### src/rtl/ta_address_sequencer_pkg.sv
// ============================================================================
// Module : ta_address_sequencer_pkg
// Brief  : Shared FSM encoding, width defaults and bound clamp helper.
// Rev    : 1.0
// ============================================================================
`default_nettype none

package ta_address_sequencer_pkg;

    localparam int CNT_W_DEF  = 17;
    localparam int ADDR_W_DEF = 32;

    typedef enum logic [1:0] {
        ST_IDLE = 2'd0,
        ST_RUN  = 2'd1,
        ST_DONE = 2'd2
    } state_e;

    // Bounds are handled at 32 bits so one helper serves any CNT_W up to 32.
    function automatic logic [31:0] clamp_bound(input logic [31:0] val, input logic [31:0] ceil);
        return (val > ceil) ? ceil : val;
    endfunction

endpackage

`default_nettype wire

### src/rtl/ta_address_sequencer_wrap_counter.sv
// ============================================================================
// Module : ta_wrap_counter
// Brief  : Index counter that wraps at bound-1 and emits a carry on the wrap.
// Rev    : 1.0
// ============================================================================
`default_nettype none

module ta_wrap_counter #(
    parameter int CNT_W = 17
) (
    input  logic             clk_i,
    input  logic             rst_i,
    input  logic             clr_i,
    input  logic             inc_i,
    input  logic [CNT_W-1:0] bound_i,
    output logic [CNT_W-1:0] idx_o,
    output logic             last_o,
    output logic             carry_o
);

    logic [CNT_W-1:0] idx_q;
    logic [CNT_W-1:0] idx_d;

    assign last_o  = (idx_q == (bound_i - CNT_W'(1)));
    assign carry_o = inc_i & last_o;
    assign idx_o   = idx_q;

    always_comb begin
        idx_d = idx_q;
        if (clr_i) begin
            idx_d = '0;
        end else if (inc_i) begin
            idx_d = last_o ? '0 : idx_q + CNT_W'(1);
        end
    end

    always_ff @(posedge clk_i) begin
        if (rst_i) begin
            idx_q <= '0;
        end else begin
            idx_q <= idx_d;
        end
    end

endmodule

`default_nettype wire

### src/rtl/ta_address_sequencer.sv
// ============================================================================
// Module : ta_address_sequencer
// Brief  : Nested class/clause/chunk index sweep with ready/valid beats.
// Rev    : 1.0
// ============================================================================
`default_nettype none

module ta_address_sequencer
    import ta_address_sequencer_pkg::*;
#(
    parameter int CNT_W       = CNT_W_DEF,
    parameter int ADDR_W      = ADDR_W_DEF,
    parameter int MAX_CLASSES = 10,
    parameter int MAX_CLAUSES = 10,
    parameter int MAX_CHUNKS  = 10
) (
    input  logic              clk,
    input  logic              rst_flag,
    input  logic              start,
    input  logic              abort,
    input  logic              stop_flag,
    input  logic              cont_mode,
    input  logic [CNT_W-1:0]  cfg_classes,
    input  logic [CNT_W-1:0]  cfg_clauses,
    input  logic [CNT_W-1:0]  cfg_chunks,
    input  logic              beat_ready,
    output logic              beat_valid,
    output logic [CNT_W-1:0]  class_idx,
    output logic [CNT_W-1:0]  clause_idx,
    output logic [CNT_W-1:0]  chunk_idx,
    output logic [ADDR_W-1:0] lin_addr,
    output logic              first_chunk,
    output logic              last_chunk,
    output logic              last_clause,
    output logic              last_beat,
    output logic              busy,
    output logic              done,
    output logic              cfg_err
);

    state_e            state_q, state_d;
    logic [CNT_W-1:0]  cls_bnd_q, cls_bnd_d;
    logic [CNT_W-1:0]  cla_bnd_q, cla_bnd_d;
    logic [CNT_W-1:0]  chk_bnd_q, chk_bnd_d;
    logic              cont_q, cont_d;
    logic              cfg_err_q, cfg_err_d;
    logic [ADDR_W-1:0] lin_q, lin_d;

    logic [CNT_W-1:0]  w_cls_clamp, w_cla_clamp, w_chk_clamp;
    logic              w_fire, w_clr;
    logic              w_chk_last, w_chk_carry;
    logic              w_cla_last, w_cla_carry;
    logic              w_cls_last, w_cls_carry;

    assign w_cls_clamp = CNT_W'(clamp_bound(32'(cfg_classes), 32'(MAX_CLASSES)));
    assign w_cla_clamp = CNT_W'(clamp_bound(32'(cfg_clauses), 32'(MAX_CLAUSES)));
    assign w_chk_clamp = CNT_W'(clamp_bound(32'(cfg_chunks),  32'(MAX_CHUNKS)));

    // Abort wins over a simultaneous handshake, so it also blocks the fire.
    assign beat_valid = (state_q == ST_RUN);
    assign busy       = beat_valid;
    assign w_fire     = beat_valid & beat_ready & ~stop_flag & ~abort;

    ta_wrap_counter #(.CNT_W(CNT_W)) u_chunk (
        .clk_i(clk), .rst_i(rst_flag), .clr_i(w_clr), .inc_i(w_fire),
        .bound_i(chk_bnd_q), .idx_o(chunk_idx), .last_o(w_chk_last), .carry_o(w_chk_carry)
    );

    ta_wrap_counter #(.CNT_W(CNT_W)) u_clause (
        .clk_i(clk), .rst_i(rst_flag), .clr_i(w_clr), .inc_i(w_chk_carry),
        .bound_i(cla_bnd_q), .idx_o(clause_idx), .last_o(w_cla_last), .carry_o(w_cla_carry)
    );

    ta_wrap_counter #(.CNT_W(CNT_W)) u_class (
        .clk_i(clk), .rst_i(rst_flag), .clr_i(w_clr), .inc_i(w_cla_carry),
        .bound_i(cls_bnd_q), .idx_o(class_idx), .last_o(w_cls_last), .carry_o(w_cls_carry)
    );

    assign first_chunk = beat_valid & (chunk_idx == '0);
    assign last_chunk  = beat_valid & w_chk_last;
    assign last_clause = last_chunk & w_cla_last;
    assign last_beat   = last_clause & w_cls_last;
    assign lin_addr    = lin_q;
    assign cfg_err     = cfg_err_q;

    // w_cls_carry is the fire of the final beat of a pass.
    assign done = ((state_q == ST_DONE) & ~stop_flag) | (w_cls_carry & cont_q);

    always_comb begin
        state_d   = state_q;
        cls_bnd_d = cls_bnd_q;
        cla_bnd_d = cla_bnd_q;
        chk_bnd_d = chk_bnd_q;
        cont_d    = cont_q;
        cfg_err_d = cfg_err_q;
        lin_d     = lin_q;
        w_clr     = 1'b0;
        if (!stop_flag) begin
            case (state_q)
                ST_IDLE: begin
                    if (start) begin
                        if ((w_cls_clamp == '0) || (w_cla_clamp == '0) || (w_chk_clamp == '0)) begin
                            state_d   = ST_DONE;
                            cfg_err_d = 1'b1;
                        end else begin
                            state_d   = ST_RUN;
                            cls_bnd_d = w_cls_clamp;
                            cla_bnd_d = w_cla_clamp;
                            chk_bnd_d = w_chk_clamp;
                            cont_d    = cont_mode;
                            cfg_err_d = 1'b0;
                            lin_d     = '0;
                            w_clr     = 1'b1;
                        end
                    end
                end
                ST_RUN: begin
                    if (abort) begin
                        state_d = ST_DONE;
                    end else if (w_cls_carry) begin
                        if (cont_q) begin
                            lin_d = '0;
                        end else begin
                            lin_d   = lin_q + ADDR_W'(1);
                            state_d = ST_DONE;
                        end
                    end else if (w_fire) begin
                        lin_d = lin_q + ADDR_W'(1);
                    end
                end
                ST_DONE: state_d = ST_IDLE;
                default: state_d = ST_IDLE;
            endcase
        end
    end

    always_ff @(posedge clk) begin
        if (rst_flag) begin
            state_q   <= ST_IDLE;
            cls_bnd_q <= '0;
            cla_bnd_q <= '0;
            chk_bnd_q <= '0;
            cont_q    <= 1'b0;
            cfg_err_q <= 1'b0;
            lin_q     <= '0;
        end else begin
            state_q   <= state_d;
            cls_bnd_q <= cls_bnd_d;
            cla_bnd_q <= cla_bnd_d;
            chk_bnd_q <= chk_bnd_d;
            cont_q    <= cont_d;
            cfg_err_q <= cfg_err_d;
            lin_q     <= lin_d;
        end
    end

endmodule

`default_nettype wire

### config.mk
export PLATFORM = sky130hd
export DESIGN_NAME = ta_address_sequencer
export DESIGN_NICKNAME = d
export VERILOG_FILES = /design/src/rtl/ta_address_sequencer_pkg.sv /design/src/rtl/ta_address_sequencer_wrap_counter.sv /design/src/rtl/ta_address_sequencer.sv
export SDC_FILE = /design/constraint.sdc
export NUM_CORES = 1
export LEC_CHECK = 0
export CORE_MARGIN = 2
export CORE_UTILIZATION = 47
export DETAILED_ROUTE_END_ITERATION = 7
export GPL_TIMING_DRIVEN = 0
export PLACE_DENSITY = 0.77
export SETUP_SLACK_MARGIN = 0.02
export SLEW_MARGIN = 30
export SYNTH_ARGS = -nofsm -noshare
export SYNTH_HDL_FRONTEND = slang
export SYNTH_SLANG_ARGS = --single-unit
### constraint.sdc
create_clock -name clk -period 3.3 [get_ports clk]
set_input_delay 0.495 -clock clk [delete_from_list [all_inputs] [get_ports clk]]
set_output_delay 0.495 -clock clk [all_outputs]
set_load 0.01 [all_outputs]
==> results of run 1 <==
==> report_power, final <==
group          internal, mW  switching, mW  total, mW
sequential             1.67         0.0140       1.69
combinational         0.209          0.232      0.440
clock                  1.28          0.711       1.99
total                  3.16          0.956       4.12
==> cell type report <==
class,count,area share (%)
Multi-Input combinational cell,724,46.7
Tap cell,216,2.52
Clock buffer,23,4.64
Inverter,23,0.828
Buffer,27,1.42
Timing Repair Buffer,182,16.8
Sequential cell,138,26.0
Clock inverter,7,1.06
==> synth_stat cells (all sizes together), types with 9 or more instances <==
| master | count | area (sq um) |
|---|---|---|
| nor4 | 26 | 178 |
| nand2 | 71 | 267 |
| or4 | 10 | 75.1 |
| o21ai | 18 | 90.1 |
| dfxtp | 138 | 2760 |
| xnor2 | 59 | 517 |
| clkbuf | 23 | 86.3 |
| and2 | 47 | 294 |
| and3 | 20 | 126 |
| nand4 | 26 | 178 |
| nor2 | 116 | 438 |
| nand3 | 51 | 255 |
| xor2 | 61 | 534 |
| a21oi | 31 | 155 |
| inv | 23 | 86.3 |
| or3 | 16 | 100 |
| and4 | 9 | 78.8 |
| nor3 | 46 | 230 |
| a31oi | 10 | 62.6 |
==> worst max-delay path, cell delays in order, from the launching register on <==
cell     delay [ps]
dfxtp_4         340
or4_4           530
or3_1           360
a221o_1         320
or4b_4          500
nor4_4          190
and4_1          250
buf_6           110
buf_6            90
nand3_2          70
nand2_2         100
buf_6           110
==> worst max-delay path by stage <==
stage | start | to
floorplan | cla_bnd_q[5]$_SDFFE_PP0P_ | done
global placement | cls_bnd_q[0]$_SDFFE_PP0P_ | last_beat
detailed placement | cls_bnd_q[0]$_SDFFE_PP0P_ | last_beat
CTS | cla_bnd_q[5]$_SDFFE_PP0P_ | done
global route | cla_bnd_q[5]$_SDFFE_PP0P_ | done
finish | cla_bnd_q[5]$_SDFFE_PP0P_ | done
==> flip-flops by register name (all words and copies together) (netlist names) <==
register	count
chk_bnd_q	17
cfg_err	1
u_clause.idx_o	17
cla_bnd_q	17
lin_addr	32
state_q	2
u_class.idx_o	17
cls_bnd_q	17
u_chunk.idx_o	17
cont_q	1
==> routing by layer <==
layer | vias to the layer above | global-route usage, % | wire, microns
li1 | 3632 | - | -
met1 | 3571 | 31.4 | 9480
met2 | 313 | 43.2 | 11000
met3 | 60 | 7.94 | 1790
met4 | 0 | 11.1 | 653
met5 | - | 0 | 0
==> kinds of logic after synthesis <==
group,Yosys count,share of synthesized area [%]
simple gates,479,33.7
flops,138,36.8
xor+xnor,120,14.0
compound gates,109,10.1
buf+inv,54,3.00
mux,8,1.08
fa+ha+maj,8,1.33
==> what timing repair did <==
item / CTS / global route
setup endpoints to repair: 99 / 109
gates cloned: 3 / 0
resized for setup: 84 / 84
pin swaps: 26 / 41
setup buffers: 20 / 13
==> metrics.yaml, run 1 <==
status:
  violations: "setup timing"
  status: "complete, but fails checks"
global_route:
  antenna_found_initial: 0
  maximum_number_of_pins_on_one_net_before_global_route_repair: 17
  grt_first_pass_wirelength_mm: 34.7
  global_route_total_usage_across_every_layer_pct: 26.0
  grt_overflow: 0
  grt_pass1_vias: 7134
setup_path:
  regToRegSetupSlack_ps: -370
  critPathMaxFanout: 2
  reg2reg_to: "lin_addr[9]$_SDFFE_PP0P_"
  timing.reg2reg.worst_path_depth: 14
  critPathLaunchType: "flop"
  worstSetupEndpointType: "primary output"
  timing_worst_setup_path_type: "reg2out"
  worstPathArrival_ps: 3400
  critPathRequiredTime_ps: 2800
  crit-reg2reg-launch: "chk_bnd_q[10]$_SDFFE_PP0P_"
cells_and_area:
  multi_input_area_sq_um: 5010
  layout.cells.most_common_list: "143 x clkdlybuf4s50_1, 128 x dfxtp_1, 97 x nor2_1"
  areaGrowthSynthToFinish_pct: 42.7
  layout.cells.most_common: "clkdlybuf4s50_1"
  final_core_util_pct: 68.0
  nets: 1179
  register_area_sq_um: 2790
  share_of_post_route_cells_with_drive_strength_above_1_pct: 16.8
  num-fill-cells: 1289
  number_of_diodes_added_for_antenna_fixing: 0
  final_design_area_no_fill_sq_um: 10700
  final_instance_count_excl_fillers: 1340
worst_hold_path:
  min_path_cells: 2
  hold_path_startpoint: "cfg_err$_SDFFE_PP0P_"
  worst_hold_path.endpoint: "cfg_err$_SDFFE_PP0P_"
  hold_path.class: "reg2reg"
die:
  placeableCoreArea_sq_um: 15800
  dieArea_sq_um: 17000
  pin_count: 149
  start_util_pct: 47.6
  number_of_placement_rows: 46
  die_height_microns: 130
  fp.dieW_microns: 130
yosys:
  synth.yosys.seq_area_share_pct: 36.8
  syn_nets: 982
  ys_types: 67
  postSynthAreaPerCell_sq_um: 8.20
  number_of_synthesized_flops_with_an_enable_pin: 0
  synth_seq_cells: 138
  synth_flop_cell: "dfxtp_1"
  ys_async_sr_fraction_pct: 0
  netlist_instances: 916
  synth_area_sq_um: 7510
  synth.yosys.warnings: 0
drt:
  viasPerCell: 5.65
  wire_per_inst_microns: 17.1
  routed_wl_mm: 22.9
  post-route-drc-count: 0
  drt-initial-drc-count: 551
  number_of_detailed_route_iterations_in_the_first_pass: 5
  via_count: 7576
  drt.antenna.violating_nets: 0
sta:
  final_period_minus_worst_setup_slack_ps: 3900
  layout_worst_path_cycle_share_pct: 118
  timing_worst_slew_pin_value_ps: 812
  hold_viol_final: 0
  finClkSkew_ps: 11.5
  final_setup_slack_of_the_worst_path_ps: -597
  setup_repair_after_global_routing_missed_its_margin: "yes"
  setup_viol: 54
  achievable-frequency_mhz: 257
  timing.hold.ws_ps: 473
  timing.final.max_slew_violations: 0
  headroom_to_the_max_slew_limit_pct: 45.7
  setup-tns-final_ps: -13590
placement:
  post-place-cells: 1279
  worst_slack_after_detailed_placement_ps: -918
  routabilityCongestion: 0.915
  placement_stage_cell_area_sq_um: 9290
  place.detailed.hpwl_mm: 15.3
  place.port_buffers: 147
pwr:
  total_power_mw: 4.12
  ir_worst_vdd_mv: 0.397
  cellLeakagePower_nw: 3.89
  power_density_over_the_cells_nw_per_um2: 384
clock_tree:
  cts_max_level: 4
  clock-root-buffer: "clkbuf_16"
  tritoncts: "yes"
  cts.reportedPaths.clkPinSlew_ps: 60
  cts.path.max_buffers: 2
  worstSkewPairLatency_ps: 420
  numCtsBuffers: 17
  tritoncts_sinks: 138
  cts_hold_repair.buffers: 0
job:
  maxCapViolations: 0
(Power assumes the default switching activity.)
==> run 2, diff against run 1 <==
CAP_MARGIN = 0   (was not set)
CORE_ASPECT_RATIO = 1.1   (was not set)
==> run 2 against run 1 <==
The flow still finishes with violations (setup timing). Count of clock-buffer cells in the layout increased by 2. Core utilization decreased by 0.77 points. Worst setup slack gained 51 ps. Combinational power is essentially flat. Clock power down 11%. Non-clock buffer count grew 7. Clock skew is 4.7 ps lower. Sequential cell count unchanged. Power down 5.3%. Hold slack improved by 8.6 ps. Design area fell by 1.7%. Critical path depth shrank 1. Largest power group unchanged. Highest routed layer unchanged.
==> metrics.yaml, run 2 (synthesized netlist as in run 1, its figures left out) <==
status:
  status: "complete, but fails checks"
  violations: "setup timing"
drt:
  drt-initial-drc-count: 593  # +7.6%
  routed_wl_mm: 22.5  # -2.0%
  wire_per_inst_microns: 16.9  # -1.2%
  number_of_detailed_route_iterations_in_the_first_pass: 5  # unchanged
  via_count: 7608  # +0.42%
  post-route-drc-count: 0  # unchanged
  viasPerCell: 5.72  # +1.3%
  drt.antenna.violating_nets: 0  # unchanged
cells_and_area:
  final_design_area_no_fill_sq_um: 10500  # -1.7%
  layout.cells.most_common_list: "143 x clkdlybuf4s50_1, 128 x dfxtp_1, 111 x nor2_1"
  nets: 1186  # +0.59%
  areaGrowthSynthToFinish_pct: 40.2
  share_of_post_route_cells_with_drive_strength_above_1_pct: 15.0  # -1.8 points
  final_core_util_pct: 67.2  # -0.77 points
  largest_reg_flops: 32  # unchanged
  layout.cells.most_common: "clkdlybuf4s50_1"
  number_of_diodes_added_for_antenna_fixing: 0  # unchanged
  final_instance_count_excl_fillers: 1329  # -0.82%
  num-fill-cells: 1269  # -1.6%
sta:
  layout_worst_path_cycle_share_pct: 117  # -1.5 points
  timing.hold.ws_ps: 482  # +8.60 ps
  setup_viol: 54  # unchanged
  timing_worst_slew_pin_value_ps: 718  # -94.6 ps
  hold_viol_final: 0  # unchanged
  final_period_minus_worst_setup_slack_ps: 3850  # -50.8 ps
  final_setup_slack_of_the_worst_path_ps: -546  # +50.8 ps
  setup_repair_after_global_routing_missed_its_margin: "yes"
  achievable-frequency_mhz: 260  # +1.3%
  headroom_to_the_max_slew_limit_pct: 52.0  # +6.3 points
  finClkSkew_ps: 6.79  # -4.67 ps
  timing.final.max_slew_violations: 0  # unchanged
global_route:
  maximum_number_of_pins_on_one_net_before_global_route_repair: 17  # unchanged
  grt_first_pass_wirelength_mm: 35.7  # +3.1%
  global_route_total_usage_across_every_layer_pct: 25.8  # -0.20 points
  grt_pass1_vias: 7089  # -0.63%
  antenna_found_initial: 0  # unchanged
  grt_overflow: 0  # unchanged
die:
  pin_count: 149  # unchanged
  fp.dieW_microns: 125  # -4.5%
  dieArea_sq_um: 17000  # about the same
  die_height_microns: 137  # +4.7%
  start_util_pct: 47.9  # +0.29 points
  number_of_placement_rows: 48  # +4.3%
  placeableCoreArea_sq_um: 15700  # -0.60%
placement:
  worst_slack_after_detailed_placement_ps: -954  # -35.9 ps
  placement_stage_cell_area_sq_um: 9270  # -0.22%
  post-place-cells: 1263  # -1.3%
  place.detailed.hpwl_mm: 15.2  # -1.1%
  routabilityCongestion: 0.899  # -1.8%
  place.port_buffers: 147  # unchanged
setup_path:
  regToRegSetupSlack_ps: -300  # +70 ps
  critPathRequiredTime_ps: 2800  # about the same
  critPathLaunchType: "flop"
  crit-reg2reg-launch: "chk_bnd_q[3]$_SDFFE_PP0P_"
  timing_worst_setup_path_type: "reg2out"
  worstPathArrival_ps: 3350  # -50 ps
  critPathLaunch: "cla_bnd_q[3]$_SDFFE_PP0P_"
  critPathMaxFanout: 3  # +1
  worstSetupEndpointType: "primary output"
clock_tree:
  cts_max_level: 4  # unchanged
  numCtsBuffers: 17  # unchanged
  cts.path.max_buffers: 2  # unchanged
  tritoncts_sinks: 138  # unchanged
  cts.reportedPaths.clkPinSlew_ps: 60  # about the same
  worstSkewPairLatency_ps: 420  # about the same
  cts_hold_repair.buffers: 0  # unchanged
  clock-root-buffer: "clkbuf_16"
  tritoncts: "yes"
pwr:
  ir_worst_vdd_mv: 0.353  # -11%
  cellLeakagePower_nw: 3.90  # +0.41%
  power_density_over_the_cells_nw_per_um2: 370  # -3.7%
worst_hold_path:
  hold_path_startpoint: "cfg_err$_SDFFE_PP0P_"
  hold_path.class: "reg2reg"
job:
  maxCapViolations: 0  # unchanged
## run 2: cell type report
class | instances | area (sq um) | area share (%)
Sequential cell | 138 | 2790 | 26.5
Multi-Input combinational cell | 724 | 4900 | 46.5
Tap cell | 200 | 250 | 2.37
Clock inverter | 3 | 40.0 | 0.380
Inverter | 23 | 86.3 | 0.819
Buffer | 27 | 145 | 1.38
Timing Repair Buffer | 189 | 1830 | 17.4
Clock buffer | 25 | 495 | 4.70
## run 2: per-layer routing
layer  up-vias  GRT usage, %  wire (microns)
met1      3584          31.3            9300
met2       313          44.3           10900
met3        48          7.04            1780
met5         -             0               0
met4         0          9.30             470
li1       3663             -               -
## run 2: final timing paths
path	end	depth (start not counted)
max	done	10
min	cfg_err$_SDFFE_PP0P_	2
max reg2reg	lin_addr[9]$_SDFFE_PP0P_	12
min reg2reg	cfg_err$_SDFFE_PP0P_	2
## run 2: per-stage QoR
stage	TNS, ps	power [mW]
final	-11370	3.90
after floorplan	-29.9	1.93
after detailed placement	-54360	2.07
after global routing	-17850	4.02
after global placement	-50630	2.06
after CTS	-16120	3.87
## run 2: timing repair
action | in CTS | in global routing
cloned | 3 | 0
resized for setup | 70 | 62
setup endpoints to repair | 106 | 111
pin swaps | 15 | 23
setup buffers | 26 | 13
## run 2: where the power goes
part           internal, mW  switching, mW  total [mW]  leakage, nW
Clock                  1.10          0.672        1.77        0.265
Combinational         0.212          0.228       0.440         2.52
Sequential             1.67         0.0140        1.69         1.12
Total                  2.98          0.914        3.90         3.90
## run 2: worst max-delay path, stage by stage (launching register included)
cell     delay [ps]
dfxtp_4         350
or4_4           500
or3_1           370
a221o_1         320
or4b_4          550
nor4_4          190
and4_4          270
buf_6           100
nand3_2          70
nand2_2          90
buf_6           100
==> run 3, diff against run 2 <==
--- a/config.mk
+++ b/config.mk
@@ -8,5 +8,5 @@
 export CAP_MARGIN = 0
 export CORE_ASPECT_RATIO = 1.1
-export CORE_MARGIN = 2
+export CORE_MARGIN = 4
 export CORE_UTILIZATION = 47
 export DETAILED_ROUTE_END_ITERATION = 7
==> constraint.sdc (replaced) <==
create_clock -name clk -period 3.3 [get_ports clk]
set_input_delay 0.66 -clock clk [delete_from_list [all_inputs] [get_ports clk]]
set_output_delay 0.66 -clock clk [all_outputs]
set_load 0.01 [all_outputs]
==> run 3 against run 2 <==
The run still ends with setup timing left. Sequential cell count is the same. Hold slack lost 11 ps. Clock power is essentially flat. Clock skew grew 11 ps. Worst setup slack lost 180 ps. Register-to-register slack gained 50 ps. Sequential share of layout area shrank 0.16 points.
==> metrics.yaml, run 3 (synthesized netlist as in run 1, its figures left out) <==
drt:
  routed_wl_mm: 22.4  # -0.29%
  drt.antenna.violating_nets: 0  # unchanged
  viasPerCell: 5.67  # -0.98%
  wire_per_inst_microns: 16.8  # -0.44%
  wl_met1_mm: 9.53  # +2.5%
  number_of_detailed_route_iterations_in_the_first_pass: 8  # +3
  route.top_layer_used: "met4"
  route.met2.wl_mm: 10.7  # -1.6%
  drt-initial-drc-count: 662  # +12%
  detailroute.wirelength.met3_mm: 1.74  # -2.4%
  post-route-drc-count: 0  # unchanged
  via_count: 7545  # -0.83%
pwr:
  power_density_over_the_cells_nw_per_um2: 368  # -0.42%
  cellLeakagePower_nw: 3.89  # -0.32%
  total_power_mw: 3.90  # about the same
  ir_worst_vdd_mv: 0.388  # +10%
global_route:
  maximum_number_of_pins_on_one_net_before_global_route_repair: 17  # unchanged
  grt_first_pass_wirelength_mm: 35.2  # -1.6%
  antenna_found_initial: 0  # unchanged
  grt_pass1_vias: 7055  # -0.48%
  global_route_total_usage_across_every_layer_pct: 24.1  # -1.7 points
  grt_overflow: 0  # unchanged
clock_tree:
  tritoncts_sinks: 138  # unchanged
  cts_hold_repair.buffers: 0  # unchanged
  cts.path.max_buffers: 2  # unchanged
  tritoncts: "yes"
  worstSkewPairLatency_ps: 440  # +20 ps
  numCtsBuffers: 17  # unchanged
  cts_max_level: 4  # unchanged
  clock-root-buffer: "clkbuf_16"
  cts.reportedPaths.clkPinSlew_ps: 60  # about the same
die:
  dieArea_sq_um: 18100  # +6.2%
  die_height_microns: 141  # +2.9%
  pin_count: 149  # unchanged
  fp.dieW_microns: 129  # +3.2%
  start_util_pct: 47.9  # unchanged
  number_of_placement_rows: 48  # unchanged
  placeableCoreArea_sq_um: 15700  # unchanged
cells_and_area:
  share_of_post_route_cells_with_drive_strength_above_1_pct: 15.2  # +0.24 points
  layout.cells.most_common: "clkdlybuf4s50_1"
  largest_reg_flops: 32  # unchanged
  nets: 1184  # -0.17%
  layout.cells.most_common_list: "143 x clkdlybuf4s50_1, 129 x dfxtp_1, 111 x nor2_1"
  areaGrowthSynthToFinish_pct: 40.9
  num-fill-cells: 1197  # -5.7%
  number_of_diodes_added_for_antenna_fixing: 0  # unchanged
sta:
  timing.hold.ws_ps: 471  # -11.3 ps
  finClkSkew_ps: 18.0  # +11.3 ps
  achievable-frequency_mhz: 249  # -4.4%
  timing.final.max_slew_violations: 0  # unchanged
  setup_repair_after_global_routing_missed_its_margin: "yes"
  setup_viol: 51  # -5.6%
  final_period_minus_worst_setup_slack_ps: 4020  # +177 ps
  setup-tns-final_ps: -10800  # +576 ps
  final_setup_slack_of_the_worst_path_ps: -723  # -177 ps
  hold_viol_final: 0  # unchanged
  headroom_to_the_max_slew_limit_pct: 50.7  # -1.3 points
  timing_worst_slew_pin_value_ps: 740  # +22.6 ps
  layout_worst_path_cycle_share_pct: 122  # +5.4 points
placement:
  routabilityCongestion: 0.891  # -0.89%
  place.port_buffers: 147  # unchanged
  place.detailed.hpwl_mm: 15.5  # +1.9%
setup_path:
  reg2reg_to: "lin_addr[28]$_SDFFE_PP0P_"
  regToRegSetupSlack_ps: -250  # +50 ps
  worstSetupEndpointType: "primary output"
  timing_worst_setup_path_type: "reg2out"
  critPathRequiredTime_ps: 2640  # -160 ps
  worstPathArrival_ps: 3360  # about the same
  critPathMaxFanout: 3  # unchanged
  critPathLaunch: "cla_bnd_q[3]$_SDFFE_PP0P_"
  crit-reg2reg-launch: "cla_bnd_q[3]$_SDFFE_PP0P_"
  critPathLaunchType: "flop"
  timing.reg2reg.worst_path_depth: 12  # unchanged
  critPathCapture: "done"
status:
  status: "complete, but fails checks"
  violations: "setup timing"
job:
  maxCapViolations: 0  # unchanged
worst_hold_path:
  hold_path.class: "reg2reg"
## run 3: cell types whose count changed in the layout (fill, tap and decap cells not counted), moves of 4 or more
cell        delta
buf_4          -6
clkinvlp_4     +5
nand2_1        -5
buf_6          +4
## run 3: timing repair
item	4_1_cts	5_1_grt
setup endpoints to repair	121	119
setup buffers	19	19
resized for setup	62	75
gates cloned	3	0
pin swaps	15	30
## run 3: per-stage QoR
step                      utilization (%)  instance area [sq um]  instances  setup WS [ps]
after CTS                            64.7                  10100       1315           -897
after floorplan                         -                   7540        916           -192
after global routing                 67.6                  10600       1331           -811
after detailed placement             59.1                   9270       1263          -1090
final                                67.6                  10600       1331           -723
after global placement               59.1                   9270       1263          -1090
## run 3: per-layer routing
layer	GRT usage, %	vias up
met5	0	-
met1	30.5	3586
met4	7.57	0
met3	7.54	26
met2	39.3	269
li1	-	3664
## run 3: how the worst min path moves through the flow
stage / start / to / slack (ps) / cells past startpoint
2_1_floorplan: chk_bnd_q[16]$_SDFFE_PP0P_ / chk_bnd_q[16]$_SDFFE_PP0P_ / 450 / 1
3_3_place_gp: cla_bnd_q[16]$_SDFFE_PP0P_ / cla_bnd_q[16]$_SDFFE_PP0P_ / 470 / 1
3_5_place_dp: cfg_err$_SDFFE_PP0P_ / cfg_err$_SDFFE_PP0P_ / 460 / 2
4_1_cts: cla_bnd_q[16]$_SDFFE_PP0P_ / cla_bnd_q[16]$_SDFFE_PP0P_ / 490 / 1
5_1_grt: chk_bnd_q[12]$_SDFFE_PP0P_ / chk_bnd_q[12]$_SDFFE_PP0P_ / 490 / 1
6_report: chk_bnd_q[12]$_SDFFE_PP0P_ / chk_bnd_q[12]$_SDFFE_PP0P_ / 470 / 1
## run 3: where the power goes
| group | switching, mW | total (mW) | internal (mW) | leakage, nW |
|---|---|---|---|---|
| logic | 0.226 | 0.431 | 0.205 | 2.52 |
| clock network | 0.733 | 1.78 | 1.05 | 0.258 |
| registers | 0.0136 | 1.69 | 1.67 | 1.12 |
## run 3: worst max-delay path, stage by stage, from the launching register on
cell and delay [ps]:
dfxtp_4 350, or4_4 500, or3_1 370, a221o_1 330
or4b_4 540, nor4_4 190, and4_4 280, buf_6 100
nand3_2 70, nand2_2 100, buf_6 100
## run 3: layout make-up
class | instances | area (sq um) | share of cell area (%)
Multi-Input combinational cell | 724 | 4930 | 46.6
Sequential cell | 138 | 2780 | 26.3
Timing Repair Buffer | 188 | 1850 | 17.5
Clock buffer | 20 | 447 | 4.22
Tap cell | 200 | 250 | 2.36
Buffer | 26 | 139 | 1.31
Clock inverter | 12 | 101 | 0.957
Inverter | 23 | 86.3 | 0.815
